===== src/rtl/wb_regfile.sv =====
// wb_regfile: MIPS write-back select, 32x32 register file and retired-write counter.
// Define WB_RF_BYPASS_EN to forward the value being written back to same-cycle reads.
module wb_regfile #(
    parameter int DW   = 32,
    parameter int AW   = 5,
    parameter int NREG = 2**AW,
    parameter int CW   = 32
) (
    input  logic          clk,
    input  logic          rst_n,
    input  logic          RegWr_in,
    input  logic          RegDst_in,
    input  logic          MemToReg_in,
    input  logic [AW-1:0] rt_in,
    input  logic [AW-1:0] rd_in,
    input  logic [DW-1:0] Dout_in,
    input  logic [DW-1:0] Result_in,
    input  logic [AW-1:0] ra_addr,
    input  logic [AW-1:0] rb_addr,
    output logic [DW-1:0] ra_data,
    output logic [DW-1:0] rb_data,
    output logic          wb_we,
    output logic [AW-1:0] wb_dst,
    output logic [DW-1:0] wb_data,
    output logic [CW-1:0] wr_count
);
    logic [DW-1:0] regs_q [NREG];
    logic [CW-1:0] cnt_q, cnt_d;

    always_comb begin
        wb_dst   = RegDst_in ? rd_in : rt_in;
        wb_data  = MemToReg_in ? Dout_in : Result_in;
        wb_we    = RegWr_in && (wb_dst != '0);
        cnt_d    = cnt_q + CW'(wb_we);
        wr_count = cnt_q;
    end

    // reads are forced to 0 during reset so a bypassed wb_data never leaks out
    always_comb begin
`ifdef WB_RF_BYPASS_EN
        ra_data = (!rst_n || ra_addr == '0) ? '0 : (wb_we && ra_addr == wb_dst) ? wb_data : regs_q[ra_addr];
        rb_data = (!rst_n || rb_addr == '0) ? '0 : (wb_we && rb_addr == wb_dst) ? wb_data : regs_q[rb_addr];
`else
        ra_data = (!rst_n || ra_addr == '0) ? '0 : regs_q[ra_addr];
        rb_data = (!rst_n || rb_addr == '0) ? '0 : regs_q[rb_addr];
`endif
    end

    always_ff @(posedge clk or negedge rst_n) begin
        if (!rst_n) begin
            for (int i = 0; i < NREG; i++) regs_q[i] <= '0;
            cnt_q <= '0;
        end else if (wb_we) begin
            regs_q[wb_dst] <= wb_data;
            cnt_q          <= cnt_d;
        end
    end
endmodule


===== config.mk =====
export PLATFORM = sky130hd
export DESIGN_NAME = wb_regfile
export DESIGN_NICKNAME = d
export VERILOG_FILES = /design/src/rtl/wb_regfile.sv
export SDC_FILE = /design/constraint.sdc
export NUM_CORES = 2
export LEC_CHECK = 0
export CAP_MARGIN = 20
export CORE_UTILIZATION = 41
export DETAILED_ROUTE_END_ITERATION = 8
export PLACE_DENSITY = 0.64
export SLEW_MARGIN = 0
export SYNTH_ARGS = -nofsm -noshare
export SYNTH_HDL_FRONTEND = slang
export SYNTH_SLANG_ARGS = --single-unit

===== constraint.sdc =====
create_clock -name clk -period 7.5 [get_ports clk]
set_input_delay 1.5 -clock clk [delete_from_list [all_inputs] [get_ports clk]]
set_output_delay 1.5 -clock clk [all_outputs]
set_load 0.01 [all_outputs]

==> insert_results.sql <==
INSERT INTO impl_metrics (metric_group, metric, value, unit) VALUES
('run_status', 'status', 'finished clean', ''),
('clock_tree', 'ctsHoldBuffers', '0', ''),
('layout', 'flow.area_growth_from_synthesis', '13.25', '%'),
('yosys', 'synth.distinct_cells', '53', ''),
('grt', 'grt_pass1_wl', '278100', 'um'),
('placed_design', 'numPortBuffers', '222', ''),
('die', 'floorplan.initialDensity', '41.26', '%'),
('yosys', 'sequential_cell_area_fraction_in_the_yosys_report', '48.05', '%'),
('timing', 'skew', '0.02024', 'ns'),
('timing', 'fin_crit_sh', '86.81', '%'),
('route', 'drt-wirelength-per-cell', '26.29', 'um'),
('placed_design', 'place_area', '58350', 'um2'),
('route', 'violation_count_after_the_first_detailed_route_iteration', '5053', ''),
('clock_tree', 'clkTransAtPathRegs', '0.05', 'ns'),
('setup_path', 'timing.critical_path.cells', 'buf_4, nor3_1, or4b_1, nor2_4, buf_4, a22oi_1, nand4_1, clkdlybuf4s50_1', ''),
('power', 'peak_supply_drop', '0.0001880', 'V'),
('clock_tree', 'cts_num_sinks', '1056', ''),
('setup_path', 'crit_path_start_kind', 'primary input', ''),
('placed_design', 'gp_routability_congestion', '0.8720', ''),
('clock_tree', 'cts_repair_resize_count', '0', ''),
('die', 'design.core.area', '133300', 'um2'),
('power', 'leakagePower', '26.48', 'nW'),
('layout', 'layout-drive-gt1-share', '13.88', '%'),
('clock_tree', 'clk-insertion-delay-late', '0.74', 'ns'),
('setup_path', 'worst-setup-path-type', 'primary input to output pin', ''),
('timing', 'final_period_minus_worst_setup_slack', '6.511', 'ns'),
('grt', 'globalRouteTotalUtil', '27.24', '%'),
('yosys', 'ys_top_cells_by_count', '1056 x sky130_fd_sc_hd__dfrtp_1, 936 x sky130_fd_sc_hd__a21oi_1, 929 x sky130_fd_sc_hd__nor2_1', ''),
('setup_path', 'required', '6.00', 'ns'),
('min_path', 'min_path_cells', '0', ''),
('die', 'die_width', '368.2', 'um'),
('setup_path', 'total_stage_count_of_the_critical_path', '8', ''),
('yosys', 'async_set_reset_flop_share_out_of_synthesis', '100.0', '%'),
('layout', 'design_area', '62280', 'um2'),
('clock_tree', 'clockBufferDepth', '3', ''),
('setup_path', 'crit_fanout', '34', ''),
('timing', 'final_hold_viol_count', '0', ''),
('timing', 'tns', '0', 'ns'),
('yosys', 'synth_top_area_share', '48.05', '%'),
('timing', 'achievable-frequency', '153.6', 'MHz'),
('die', 'floorplan.rows', '134', ''),
('timing', 'rsz0062_at_grt', 'false', ''),
('setup_path', 'cell_family_contributing_the_most_delay_on_the_critical_path', 'simple AND/OR/NAND/NOR gates', ''),
('clock_tree', 'tritoncts_clock_tree', 'built', ''),
('route', 'final_antenna_net_count', '0', ''),
('die', 'io_pins', '223', ''),
('setup_path', 'reg2regPathDepth', '5', ''),
('yosys', 'yosysWarnings', '0', ''),
('yosys', 'synth_enable_flop_cells', '0', ''),
('grt', 'grt_start_max_net_pins', '173', ''),
('timing', 'tightestPinTransition', '1.203', 'ns'),
('run', 'max_cap_violations', '0', ''),
('timing', 'timing.final.setup_violations', '0', ''),
('layout', 'final_nets', '5325', ''),
('clock_tree', 'clock_tree.root_cell', 'sky130_fd_sc_hd__clkbuf_16', ''),
('yosys', 'synth_top_cells_by_area', 'sky130_fd_sc_hd__dfrtp_1 48%, sky130_fd_sc_hd__mux4_2 10%, sky130_fd_sc_hd__mux2i_1 9.4%', ''),
('die', 'floorplan.die.height', '368.2', 'um'),
('route', 'vias', '43150', ''),
('clock_tree', 'htree_num_levels', '3', ''),
('timing', 'finalMaxSlewViolations', '0', ''),
('setup_path', 'path_common_cell', 'sky130_fd_sc_hd__buf_4', ''),
('setup_path', 'crit_path_max_incr_delay', '0.86', 'ns'),
('yosys', 'dominantRegCellSynth', 'sky130_fd_sc_hd__dfrtp_1', ''),
('yosys', 'cell_taking_the_most_area_after_synthesis', 'sky130_fd_sc_hd__dfrtp_1', ''),
('setup_path', 'timing.critical_path.slowest_stage_cell', 'sky130_fd_sc_hd__nor2_4', ''),
('clock_tree', 'cts_setup_buffers', '0', ''),
('grt', 'number_of_global_route_vias_before_repair', '42170', ''),
('yosys', 'synth_nets', '5420', ''),
('setup_path', 'critical_path.n_buffers_inverters', '3', ''),
('setup_path', 'endpoint_kind', 'output pin', ''),
('placed_design', 'dp.final_hpwl', '115400', 'um');
==> where the power goes <==
group	total (mW)	internal (mW)	switching [mW]
Combinational	4.52	2.28	2.24
Clock	5.78	3.37	2.42
Sequential	8.64	7.34	1.30
Total	18.9	13.0	5.96
==> layer usage <==
| layer | routed length, um | share of wire (%) | GRT usage [%] |
|---|---|---|---|
| met5 | 24 | 0.013 | 0 |
| met4 | 7157 | 3.8 | 10.60 |
| met3 | 18570 | 10 | 6.939 |
| met2 | 83840 | 45 | 41.27 |
| met1 | 76860 | 41 | 37.38 |
==> placed cells by master (no fill, tap or decap), drive strengths merged, types with 2 or more instances in the layout <==
cell	count
nor3	11
and3	25
clkinvlp	6
clkdlybuf4s50	214
a221oi	3
mux2	2
o21a	2
nor3b	10
and4	3
a21boi	3
or3b	2
diode	2
a21oi	992
mux4	252
dfrtp	1056
nor2b	101
xor2	24
and2	3
ha	3
nor2	929
nand2	123
nand4	67
nor4	6
nand3	139
a211oi	33
inv	49
xnor2	6
a22oi	287
o21ai	97
mux2i	520
bufinv	7
buf	142
nand3b	4
clkinv	26
o32ai	2
clkbuf	163
==> through the flow <==
stage | setup WS [ns] | utilization, % | hold WS [ns] | std cells
2_1_floorplan | 2.932 | - | 0.4413 | 5328
5_1_grt | 0.8871 | 46.72 | 0.4069 | 7091
6_report | 0.9892 | 46.73 | 0.3927 | 7093
3_3_place_gp | 1.170 | 43.78 | 0.3766 | 6882
4_1_cts | 1.091 | 46.64 | 0.3968 | 7086
3_5_place_dp | 1.104 | 43.78 | 0.3833 | 6882
==> area by class of cell <==
| class | instances | area, um2 |
|---|---|---|
| multi-input cells | 3660 | 26190 |
| clock buffers | 163 | 3400 |
| well taps | 1768 | 2212 |
| repair buffers | 356 | 3457 |
| fillers | 12220 | 71010 |
| inverters | 47 | 176.4 |
| flip-flops and latches | 1056 | 26430 |
| clock inverters | 41 | 417.9 |
| diodes | 2 | 5.005 |
==> registers in the layout (all words and copies together) (netlist names) <==
name      flops
regs_q     1024
wr_count     32
==> kinds of logic after synthesis <==
group	count (synthesis)	synth area share, %
buf+inv	612	5.394
xor+xnor	30	0.4778
compound gates	1424	14.93
simple gates	1429	11.25
fa+ha+maj	3	0.06826
flops	1056	48.05
mux	774	19.83
==> worst paths after layout <==
check / start / endpoint / slack, ns
worst max register to register: wr_count[4] / wr_count[27] / 5.45
max in group asynchronous: rst_n / regs_q[907] / 4.09
worst max-delay path: rb_addr[0] / rb_data[21] / 0.99
worst min register to register: regs_q[1016] / regs_q[1016] / 0.39
min in group asynchronous: rst_n / regs_q[926] / 0.66
worst min-delay path: regs_q[1016] / regs_q[1016] / 0.39
Power figures use the tool's default switching activity.
